`config.mk`:
```
export PLATFORM = sky130hd
export DESIGN_NAME = issue_scheduler_flat
export DESIGN_NICKNAME = d
export VERILOG_FILES = /design/src/rtl/issue_scheduler_if.sv /design/src/rtl/issue_scheduler.sv /design/src/flat_wrapper.sv
export SDC_FILE = /design/constraint.sdc
export NUM_CORES = 1
export LEC_CHECK = 0
export ABC_AREA = 1
export BUFFER_PORTS_ARGS = -buffer_cell sky130_fd_sc_hd__buf_2
export CAP_MARGIN = 25
export CORE_MARGIN = 2
export CORE_UTILIZATION = 53
export CTS_BUF_LIST = sky130_fd_sc_hd__clkbuf_8
export DETAILED_ROUTE_END_ITERATION = 8
export PLACE_DENSITY_LB_ADDON = 0.05
export SLEW_MARGIN = 0
export SYNTH_ARGS = -nofsm -noshare
export SYNTH_HDL_FRONTEND = slang
export SYNTH_SLANG_ARGS = --single-unit
export TNS_END_PERCENT = 20
```
`constraint.sdc`:
```
create_clock -name is_clk -period 3.1 [get_ports is_clk]
set_input_delay 0.31 -clock is_clk [delete_from_list [all_inputs] [get_ports is_clk]]
set_output_delay 0.31 -clock is_clk [all_outputs]
set_load 0.1 [all_outputs]
```
`src/rtl/issue_scheduler_if.sv`:
```
// Signal bundle between fetch, the dual-issue scheduler and the decode lanes.
interface issue_scheduler_if #(
  parameter int IWIDTH   = 32,
  parameter int PC_WIDTH = 32,
  parameter int CNT_W    = 16
);
  logic                is_i_valid;
  logic [IWIDTH-1:0]   is_i_instr_1;
  logic [IWIDTH-1:0]   is_i_instr_2;
  logic [PC_WIDTH-1:0] is_i_pc_1;
  logic                is_o_ready;
  logic                is_i_ex_ready;
  logic                is_i_flush;
  logic                is_o_valid_1;
  logic                is_o_valid_2;
  logic [IWIDTH-1:0]   is_o_instr_1;
  logic [IWIDTH-1:0]   is_o_instr_2;
  logic [PC_WIDTH-1:0] is_o_pc_1;
  logic [PC_WIDTH-1:0] is_o_pc_2;
  logic                is_o_split;
  logic [CNT_W-1:0]    is_o_dual_cnt;

  // scheduler side
  modport slave (
    input  is_i_valid, is_i_instr_1, is_i_instr_2, is_i_pc_1, is_i_ex_ready, is_i_flush,
    output is_o_ready, is_o_valid_1, is_o_valid_2, is_o_instr_1, is_o_instr_2,
           is_o_pc_1, is_o_pc_2, is_o_split, is_o_dual_cnt
  );

  // fetch / backend side
  modport master (
    output is_i_valid, is_i_instr_1, is_i_instr_2, is_i_pc_1, is_i_ex_ready, is_i_flush,
    input  is_o_ready, is_o_valid_1, is_o_valid_2, is_o_instr_1, is_o_instr_2,
           is_o_pc_1, is_o_pc_2, is_o_split, is_o_dual_cnt
  );
endinterface

```
`src/rtl/issue_scheduler.sv`:
```
// Dual-issue scheduler: buffers one fetched pair, issues it together or split
// over two cycles, inserts a one-cycle bubble on load-use, flushes on redirect.
module issue_scheduler #(
  parameter int IWIDTH   = 32,
  parameter int PC_WIDTH = 32,
  parameter int CNT_W    = 16
) (
  input logic              is_clk,
  input logic              is_rst,
  issue_scheduler_if.slave bus
);
  typedef enum logic [1:0] {EMPTY, FULL, SECOND} state_t;

  typedef struct packed {
    logic [4:0] dst;     // 0 means no destination
    logic [4:0] rs;
    logic [4:0] rt;
    logic       rt_src;  // rt is read as a source
    logic       mem;
    logic       ctrl;
    logic       load;
  } dec_t;

  function automatic dec_t decode(input logic [31:0] ins);
    dec_t       d;
    logic [5:0] op;
    op       = ins[31:26];
    d        = '0;
    d.rs     = ins[25:21];
    d.rt     = ins[20:16];
    if (op == 6'd0)                                    d.dst = ins[15:11];
    else if (op[5:3] == 3'b001 || op[5:3] == 3'b100)   d.dst = ins[20:16];
    d.rt_src = (op == 6'd0) || (op[5:3] == 3'b101) || (op == 6'd4) || (op == 6'd5);
    d.mem    = (op[5:4] == 2'b10);
    d.ctrl   = (op == 6'd2) || (op == 6'd3) || (op == 6'd4) || (op == 6'd5);
    d.load   = (op[5:3] == 3'b100);
    return d;
  endfunction

  // $0 is never a real dependency
  function automatic logic reads(input dec_t d, input logic [4:0] r);
    return (r != 5'd0) && ((d.rs == r) || (d.rt_src && (d.rt == r)));
  endfunction

  state_t              state, state_n;
  logic [IWIDTH-1:0]   i1_q, i2_q;
  logic [PC_WIDTH-1:0] pc_q;
  logic                ll_vld;
  logic [4:0]          ll_rt;
  logic [CNT_W-1:0]    cnt_q;

  dec_t       d1, d2;
  logic       pair_haz;
  logic       offer_1, offer_2, sel2, split, lu;
  logic       valid_1, valid_2, xfer, last_xfer, ready, accept;
  logic [4:0] ld_rt_n;

  assign d1 = decode(i1_q[31:0]);
  assign d2 = decode(i2_q[31:0]);

  // RAW, WAW, single memory port, branch unit only in lane 1
  assign pair_haz = reads(d2, d1.dst) ||
                    ((d1.dst != 5'd0) && (d1.dst == d2.dst)) ||
                    (d1.mem && d2.mem) || d2.ctrl;

  // what the buffered state offers this cycle, and whether it hits last_load
  always_comb begin
    offer_1 = 1'b0;
    offer_2 = 1'b0;
    sel2    = 1'b0;
    split   = 1'b0;
    lu      = 1'b0;
    case (state)
      FULL: begin
        offer_1 = 1'b1;
        offer_2 = ~pair_haz;
        split   = pair_haz;
        lu      = ll_vld & (reads(d1, ll_rt) | (~pair_haz & reads(d2, ll_rt)));
      end
      SECOND: begin
        offer_1 = 1'b1;
        sel2    = 1'b1;
        split   = 1'b1;
        lu      = ll_vld & reads(d2, ll_rt);
      end
      default: ;
    endcase
  end

  assign valid_1   = offer_1 & ~lu;
  assign valid_2   = offer_2 & ~lu;
  assign xfer      = valid_1 & bus.is_i_ex_ready;
  // the buffer frees up when its final instruction leaves
  assign last_xfer = xfer & ((state == SECOND) | ~pair_haz);
  assign ready     = is_rst & ~bus.is_i_flush & ((state == EMPTY) | last_xfer);
  assign accept    = bus.is_i_valid & ready;

  // next state; flush wins over everything
  always_comb begin
    state_n = state;
    if (bus.is_i_flush) state_n = EMPTY;
    else begin
      case (state)
        EMPTY:   if (accept) state_n = FULL;
        FULL:    if (xfer) state_n = pair_haz ? SECOND : (accept ? FULL : EMPTY);
        SECOND:  if (xfer) state_n = accept ? FULL : EMPTY;
        default: state_n = EMPTY;
      endcase
    end
  end

  // destination of a load leaving this cycle (0 when none)
  always_comb begin
    ld_rt_n = 5'd0;
    if (xfer) begin
      if (sel2) begin
        if (d2.load) ld_rt_n = d2.dst;
      end else if (d1.load) ld_rt_n = d1.dst;
      else if (valid_2 && d2.load) ld_rt_n = d2.dst;
    end
  end

  // state, pair buffer, last-load tracker and dual-issue counter
  always_ff @(posedge is_clk or negedge is_rst) begin
    if (!is_rst) begin
      state  <= EMPTY;
      i1_q   <= '0;
      i2_q   <= '0;
      pc_q   <= '0;
      ll_vld <= 1'b0;
      ll_rt  <= 5'd0;
      cnt_q  <= '0;
    end else begin
      state <= state_n;
      if (accept) begin
        i1_q <= bus.is_i_instr_1;
        i2_q <= bus.is_i_instr_2;
        pc_q <= bus.is_i_pc_1;
      end
      if (bus.is_i_flush) begin
        ll_vld <= 1'b0;
        ll_rt  <= 5'd0;
      end else if (bus.is_i_ex_ready) begin
        ll_vld <= (ld_rt_n != 5'd0);
        ll_rt  <= ld_rt_n;
      end
      if (!bus.is_i_flush && xfer && valid_2 && !(&cnt_q))
        cnt_q <= cnt_q + CNT_W'(1);
    end
  end

  assign bus.is_o_ready    = ready;
  assign bus.is_o_valid_1  = valid_1;
  assign bus.is_o_valid_2  = valid_2;
  assign bus.is_o_instr_1  = valid_1 ? (sel2 ? i2_q : i1_q) : '0;
  assign bus.is_o_pc_1     = valid_1 ? (sel2 ? pc_q + PC_WIDTH'(4) : pc_q) : '0;
  assign bus.is_o_instr_2  = valid_2 ? i2_q : '0;
  assign bus.is_o_pc_2     = valid_2 ? pc_q + PC_WIDTH'(4) : '0;
  assign bus.is_o_split    = split;
  assign bus.is_o_dual_cnt = cnt_q;
endmodule

```
`src/flat_wrapper.sv`:
```
// flat-port wrapper written by rule: the top's interface ports become plain ports
module issue_scheduler_flat 
#(
  parameter int IWIDTH   = 32,
  parameter int PC_WIDTH = 32,
  parameter int CNT_W    = 16
)
  (is_clk, is_rst, bus_is_i_valid, bus_is_i_instr_1, bus_is_i_instr_2, bus_is_i_pc_1, bus_is_i_ex_ready, bus_is_i_flush, bus_is_o_ready, bus_is_o_valid_1, bus_is_o_valid_2, bus_is_o_instr_1, bus_is_o_instr_2, bus_is_o_pc_1, bus_is_o_pc_2, bus_is_o_split, bus_is_o_dual_cnt);
  issue_scheduler_if #(.IWIDTH(IWIDTH), .PC_WIDTH(PC_WIDTH), .CNT_W(CNT_W)) bus_i ();
  input logic is_clk;
  input logic is_rst;
  input wire logic [$bits(bus_i.is_i_valid)-1:0] bus_is_i_valid;
  input wire logic [$bits(bus_i.is_i_instr_1)-1:0] bus_is_i_instr_1;
  input wire logic [$bits(bus_i.is_i_instr_2)-1:0] bus_is_i_instr_2;
  input wire logic [$bits(bus_i.is_i_pc_1)-1:0] bus_is_i_pc_1;
  input wire logic [$bits(bus_i.is_i_ex_ready)-1:0] bus_is_i_ex_ready;
  input wire logic [$bits(bus_i.is_i_flush)-1:0] bus_is_i_flush;
  output wire logic [$bits(bus_i.is_o_ready)-1:0] bus_is_o_ready;
  output wire logic [$bits(bus_i.is_o_valid_1)-1:0] bus_is_o_valid_1;
  output wire logic [$bits(bus_i.is_o_valid_2)-1:0] bus_is_o_valid_2;
  output wire logic [$bits(bus_i.is_o_instr_1)-1:0] bus_is_o_instr_1;
  output wire logic [$bits(bus_i.is_o_instr_2)-1:0] bus_is_o_instr_2;
  output wire logic [$bits(bus_i.is_o_pc_1)-1:0] bus_is_o_pc_1;
  output wire logic [$bits(bus_i.is_o_pc_2)-1:0] bus_is_o_pc_2;
  output wire logic [$bits(bus_i.is_o_split)-1:0] bus_is_o_split;
  output wire logic [$bits(bus_i.is_o_dual_cnt)-1:0] bus_is_o_dual_cnt;
  assign bus_i.is_i_valid = bus_is_i_valid;
  assign bus_i.is_i_instr_1 = bus_is_i_instr_1;
  assign bus_i.is_i_instr_2 = bus_is_i_instr_2;
  assign bus_i.is_i_pc_1 = bus_is_i_pc_1;
  assign bus_i.is_i_ex_ready = bus_is_i_ex_ready;
  assign bus_i.is_i_flush = bus_is_i_flush;
  assign bus_is_o_ready = bus_i.is_o_ready;
  assign bus_is_o_valid_1 = bus_i.is_o_valid_1;
  assign bus_is_o_valid_2 = bus_i.is_o_valid_2;
  assign bus_is_o_instr_1 = bus_i.is_o_instr_1;
  assign bus_is_o_instr_2 = bus_i.is_o_instr_2;
  assign bus_is_o_pc_1 = bus_i.is_o_pc_1;
  assign bus_is_o_pc_2 = bus_i.is_o_pc_2;
  assign bus_is_o_split = bus_i.is_o_split;
  assign bus_is_o_dual_cnt = bus_i.is_o_dual_cnt;
  issue_scheduler #(.IWIDTH(IWIDTH), .PC_WIDTH(PC_WIDTH), .CNT_W(CNT_W)) u_core (.is_clk(is_clk), .is_rst(is_rst), .bus(bus_i));
endmodule
```
==> results of run 1 <==
repair_timing:
| item | CTS |
|---|---|
| gates resized for setup | 105 |
| hold buffers | 1 |
| pin swaps | 35 |
| gates cloned | 2 |
| buffers inserted | 30 |
| endpoints found under the hold margin | 36 |
| setup endpoints to repair | 131 |
cells by family after synthesis:
family	count (synthesis)	synth area share
simple gates	533	0.2889
compound gates	216	0.1597
buf+inv	192	0.1049
flops	120	0.3880
xor+xnor	43	0.04867
fa+ha+maj	6	0.009701
stage by stage:
step	setup WS, ps	hold WS [ps]
2_1_floorplan	-291.2	14.41
3_5_place_dp	-269.0	350.7
3_3_place_gp	-183.1	341.6
4_1_cts	-366.1	68.76
cells in the mapped netlist (all sizes together) (6+ instances only):
master and number:
nand3 59, a211oi 42, dfrtp 120, or2 6, buf 29, nand2 197, ha 6, clkbuf 25
o21ai 68, nand4 21, xor2 33, a21oi 90, nor3 19, inv 138, xnor2 10, nor2 223
per-layer routing:
layer  GRT overflow  GRT usage
met3              0     0.5601
met4             54     0.8582
met2             55     0.9524
met5              0    0.06863
met1              1     0.7831
==> metrics, run 1 <==
gr ovfl total=110; status=did not finish; worst_ep grt=bus_is_o_instr_1[30]; I/O Pins=249; synthesized instance count=1110; largest cells by area after synthesis=dfrtp_1 39%, nor2_1 11%, nand2_1 9.3%, inv_1 6.4%, a21oi_1 5.8%; I/O Buffers=248; initial antenna violation count=7; Synth top area share=0.3880; Max clock buf depth=2; Synth Warn #=0; Starting Density=0.5365; average size of a mapped cell=6.972 µm²; Netlist cell types=38; post-synthesis cell area=0.007739 mm²; Placement Cell Area=0.01224 mm²; worst_ep kind=top-level output; post-DP HPWL=20200 µm; dominant cell type by area after synthesis=dfrtp_1; Post-synth EDFFs=0; ys flop type=dfrtp_1; largest net degree at the start of global routing=116; sequential area share after synthesis=0.3880; Die Ht=124.8 µm; First Err=[ERROR GRT-0232] Routing congestion too high. Check the congestion heatmap in the GUI.; Fail Step=global routing (5_1_grt); TritonCTS sink count=120; GP Congestion=0.9365; # rows=44; # H-tree levels=4; Chip Width=124.8 µm; total CTS buffers=17; Global Route Usage Sum=0.7742; Yosys reg bits=120; Root Driver=clkbuf_8; syn_nets=1217; Async SR Flop Fraction=1.000; placed cells=1533
==> run 2, diff against run 1 <==
- CORE_UTILIZATION: 53 -> 39
- CTS_BUF_LIST: sky130_fd_sc_hd__clkbuf_8 -> not set
- PLACE_DENSITY_LB_ADDON: 0.05 -> 0.15
==> metrics, run 2 <==
status=finished, violations left; failing checks=setup timing; commonest non-fill, non-tap cell in the layout=nand2_1; power density cells=1188 mW/mm²; total iterations of the first detailed-routing run=5; HP Class=primary input to register; Vias per Instance=5.079; WL/cell=16.48 µm; max_cap viols=0; Post-synth EDFFs=0 (unchanged); Placement Cell Area=0.01235 mm² (+0.91%); average size of a mapped cell=6.972 µm² (unchanged); CP dominant cell by count=nand2_2; most frequent cells in the layout=182 x nand2_1, 144 x nor2_1, 143 x buf_12; initial antenna violation count=7; first-pass GRT wire length=43640 µm; top cells by count, synth=222 x nor2_1, 191 x nand2_1, 132 x inv_1; final hold vios=0; fin area=0.01349 mm²; Die ar.=0.02099 mm²; Die Ht=144.9 µm (+16%); Max FO, Critical Path=16; critical path arrival=3220 ps; Final nets=1501; RSZ-0062 raised after global routing=yes; number of global-route vias before repair=8519; Top Registers=u_core.i1_q: 32 flops, u_core.i2_q: 32 flops, u_core.pc_q: 32 flops; DRC errors left=0; sequential area share after synthesis=0.3880 (unchanged); post-synthesis cell area=0.007739 mm² (unchanged); post-DP HPWL=19650 µm (-2.7%); dominant cell type by area after synthesis=dfrtp_1; ratio of cells with drive above 1 in the final layout=0.3916; Synth-to-Final Area Change=74.37%; I/O Buffers=248 (unchanged); crit end category=primary output; final setup violation count=131; Global Route Usage Sum=0.2678; # H-tree levels=4 (unchanged); Top Usage Layer GRT=met2; Leak=6.195 nW; crit-path leading delay family=simple AND/OR/NAND/NOR gates; Max clock buf depth=2 (unchanged); vias=8522; GP Congestion=0.9139 (-2.4%); synthesized instance count=1110 (unchanged); CP max stage cell=dfrtp_2; ys flop type=dfrtp_1; CTS tree=done; Slew HR=0.5395; final setup TNS=-46100 ps; Buf/Inv on CP=4; count leader, synth=nor2_1; hold slack=108.0 ps; Chip Width=144.9 µm (+16%); Async SR Flop Fraction=1.000 (unchanged); Yosys reg bits=120 (unchanged); largest net degree at the start of global routing=119; met3 Use GR=0.07206; Worst Max-Slew Pin Slew=690.8 ps; post-route worst setup slack=-429.3 ps; critical path's largest stage delay=460 ps; min Tclk post-route=3529 ps; Critical Setup Path Class=register to primary output; CP Cell Sequence=nor2_4, nand4_1, nand2_2, inv_2, nand2_1, nand2_1, nor2_1, nand4_1, nand3_2, nand2_2, nand2_2, nand2_4, a21oi_4, inv_6, buf_12, a211oi_4, buf_12; I/O Pins=249 (unchanged); Root Driver=clkbuf_16; M2 GR Usage=0.4429; Tot Pwr=16.02 mW; fin crit share=1.138; clk_skew=11.64 ps; Peak VDD IR=0.8444 mV; total CTS buffers=17 (unchanged); largest cells by area after synthesis=dfrtp_1 39%, nor2_1 11%, nand2_1 9.3%, inv_1 6.4%, a21oi_1 5.8%; Netlist cell types=38 (unchanged); Iteration-0 DRC Markers=477; post-route ant nets=0; dpl ws=-143.2 ps (+125.8 ps); Clk Latency, worst-skew pair=430 ps; critical path launch point type=register; FMAX=283.3 MHz; gr ovfl total=0; final WL=27650 µm; Synth Warn #=0 (unchanged); syn_nets=1217 (unchanged); Clock transition at path regs=70 ps; Worst EP required=2790 ps; grt met1 use=0.3394; fin. max-slew vios=0; TritonCTS sink count=120 (unchanged); Synth top area share=0.3880 (unchanged); Starting Density=0.3976 (-0.1389); core area=0.01946 mm²; # rows=51 (+16%)
-- run 2: cell counts after synthesis --
No cell type changed its count.
-- run 2: through the flow --
step,util,std cells
2_1_floorplan,-,1110
3_3_place_gp,0.6344,1612
3_5_place_dp,0.6344,1612
4_1_cts,0.6816,1664
5_1_grt,0.6930,1675
6_report,0.6933,1678
-- run 2: cell families after synthesis --
group,Yosys count,synth area share
AND/OR/NAND/NOR,533,0.2889
AO/OA/AOI/OAI,216,0.1597
buffers and inverters,192,0.1049
flip-flops,120,0.3880
XOR/XNOR,43,0.04867
adder cells (fa/ha/maj),6,0.009701
-- run 2: report_power, final --
group / switching, mW / leakage [nW] / total [mW] / internal [mW]
Combinational: 7.65 / 4.51 / 11.4 / 3.75
Clock: 0.795 / 0.282 / 2.03 / 1.23
Sequential: 0.526 / 1.40 / 2.59 / 2.07
-- run 2: final timing paths --
kind | from | endpoint | slack [ps] | cells past startpoint
max | u_core.i1_q[29] | bus_is_o_instr_1[0] | -430 | 17
min | bus_is_i_instr_1[0] | u_core.i1_q[0] | 110 | 3
max reg2reg | u_core.i1_q[29] | u_core.bus.is_o_dual_cnt[5] | 10 | 18
min reg2reg | u_core.i1_q[8] | u_core.i1_q[8] | 490 | 2
max in group asynchronous | is_rst | u_core.i1_q[26] | 1920 | 3
min in group asynchronous | is_rst | u_core.state[1] | 290 | 2
-- run 2: worst min-delay path, stage by stage --
cell	delay (ps)
buf_2	90
inv_1	40
o21ai_1	60
-- run 2: routing by layer --
layer / routed length (µm) / share of wire
met3: 2101 / 0.076
met5: 14 / 0.00051
met2: 13330 / 0.48
met1: 11560 / 0.42
met4: 647 / 0.023
-- run 2: timing repair --
action                                  CTS  global route
pin swaps                                16             2
hold buffers                              1             0
cloned                                    1             0
endpoints found under the setup margin  131           202
setup buffers                            18             9
resized for setup                        41            36
hold endpoints to repair                  2             0
-- run 2: area by class of cell --
type / count / area (µm²)
inverters: 138 / 523.0
well taps: 265 / 331.6
diodes: 6 / 15.01
repair buffers: 319 / 3993
fillers: 1516 / 5968
multi-input cells: 798 / 5027
flip-flops and latches: 120 / 3008
clock inverters: 13 / 143.9
clock buffers: 19 / 452.9
Power figures use the tool's default switching activity.
==> run 3, diff against run 2 <==
- CTS_BUF_LIST: not set -> sky130_fd_sc_hd__clkbuf_2 sky130_fd_sc_hd__clkbuf_4 sky130_fd_sc_hd__clkbuf_8
- PLACE_DENSITY_LB_ADDON: 0.15 -> not set
==> metrics, run 3 (synthesized netlist as in run 2, its figures left out) <==
clk_skew=13.18 ps (+1.539 ps); final hold vios=0 (unchanged); post-route worst setup slack=-444.5 ps (-15.25 ps); max_cap viols=0 (unchanged); Chip Width=144.9 µm (unchanged); post-route ant nets=0 (unchanged); total iterations of the first detailed-routing run=5 (unchanged); # rows=51 (unchanged); WL/cell=16.92 µm (+2.7%); Final nets=1509 (+0.53%); Slew HR=0.3456 (-0.1938); Non-Filler Instances=1683 (+0.30%); min Tclk post-route=3545 ps (+15.25 ps); Vias per Instance=5.152 (+1.4%); Max clock buf depth=2 (unchanged); status=finished, violations left; Max FO, Critical Path=6 (-10); post-DP HPWL=19990 µm (+1.7%); initial antenna violation count=6 (-1); Global Route Usage Sum=0.2733 (+0.005528); critical path launch point type=register; critical path arrival=3230 ps (about the same); Root Driver=clkbuf_8; I/O Buffers=248 (unchanged); commonest non-fill, non-tap cell in the layout=nand2_1; dpl ws=-31.46 ps (+111.7 ps); Critical Setup Path Class=register to primary output; GP Congestion=0.9519 (+4.2%); TritonCTS sink count=120 (unchanged); Clock transition at path regs=80 ps (about the same); total CTS buffers=17 (unchanged); crit end category=primary output; vias=8671 (+1.7%); Worst Max-Slew Pin Slew=981.6 ps (+290.7 ps); failing checks=setup timing; most frequent cells in the layout=177 x nand2_1, 140 x buf_12, 138 x nor2_1; # H-tree levels=4 (unchanged); DRC errors left=0 (unchanged); Iteration-0 DRC Markers=494 (+3.6%); fin crit share=1.143 (+0.004920); RSZ-0062 raised after global routing=yes; final setup violation count=140 (+6.9%); power density cells=1158 mW/mm² (-2.5%); number of global-route vias before repair=8361 (-1.9%); Leak=6.239 nW (+0.71%); Die ar.=0.02099 mm² (unchanged); Clk Latency, worst-skew pair=450 ps (+20 ps); Die Ht=144.9 µm (unchanged); Synth-to-Final Area Change=74.71%; placed cells=1611 (-0.062%); fin. max-slew vios=0 (unchanged); ratio of cells with drive above 1 in the final layout=0.4081 (+0.01645); Tot Pwr=15.65 mW (-2.3%); core area=0.01946 mm² (unchanged); Starting Density=0.3976 (unchanged); Peak VDD IR=0.8273 mV (-2.0%); Top Registers=u_core.i1_q: 32 flops, u_core.i2_q: 32 flops, u_core.pc_q: 32 flops; FMAX=282.1 MHz (-0.43%); HP Class=primary input to register; final WL=28480 µm (+3.0%); gr ovfl total=0 (unchanged); CTS tree=done; largest net degree at the start of global routing=116 (-2.5%); Worst EP required=2790 ps (about the same); I/O Pins=249 (unchanged); first-pass GRT wire length=44220 µm (+1.3%)
[run 3: final cells by class]
type                       instances  area [µm²]
multi-input combinational        798        5172
clock inverter                    10       120.1
fill                            1517        5942
timing repair buffer             327        4073
antenna                            4       10.01
clock buffer                      21       282.8
inverter                         138       523.0
sequential                       120        3008
tap                              265       331.6
[run 3: metrics by stage]
step / instance area, µm² / utilization / hold WS [ps] / setup TNS [ps]
finish: 13520 / 0.6947 / 92.33 / -41360
global route: 13510 / 0.6943 / 71.99 / -86170
CTS: 13220 / 0.6791 / 64.36 / -38910
detailed placement: 12330 / 0.6334 / 209.4 / -39.89
global placement: 12330 / 0.6334 / 206.1 / -15.88
floorplan: 8666 / - / 14.41 / -14890
[run 3: metal layers]
layer  up-vias  GRT usage  share of wire  wire, µm
met5         -          0         0.0011        31
met4         6    0.09862          0.028       811
met3        71    0.07338          0.081      2301
met2       348     0.4459           0.48     13700
met1      4079     0.3494           0.41     11630
li1       4167          -              -         -
[run 3: timing repair]
action | 4_1_cts | 5_1_grt
endpoints found under the setup margin | 131 | 245
pin swaps | 27 | 25
endpoints found under the hold margin | 12 | 0
buffers inserted | 20 | 14
hold buffers | 1 | 0
gates cloned | 5 | 0
gates resized for setup | 47 | 59
[run 3: path summary, 6_finish.rpt]
kind | slack [ps] | cells after the start | to | from
worst max-delay path | -440 | 17 | bus_is_o_pc_1[4] | u_core.i1_q[30]
worst min-delay path | 90 | 3 | u_core.i1_q[3] | bus_is_i_instr_1[3]
worst max register to register | -30 | 21 | u_core.i1_q[31] | u_core.i1_q[30]
worst min register to register | 500 | 2 | u_core.i1_q[7] | u_core.i1_q[7]
max in group asynchronous | 1660 | 3 | u_core.i1_q[29] | is_rst
min in group asynchronous | 320 | 2 | u_core.bus.is_o_dual_cnt[8] | is_rst
[run 3: where the power goes]
group          internal [mW]  leakage, nW  switching [mW]
Combinational           3.83         4.65            7.74
Clock                  0.785        0.190           0.691
Sequential              2.06         1.40           0.538
[run 3: worst max-delay path, stage by stage, from the launching register on]
cell and delay, ps:
dfrtp_2 460, nor2_4 180, nand4_1 210, nand2_2 190, inv_2 50, nand2_1 50, nand2_1 40, nor2_1 100
nand4_1 100, nand3_2 100, nand2_2 70, nand2_2 90, nand2_4 70, a21oi_4 230, inv_6 130, buf_16 170
a211oi_4 320, buf_12 220
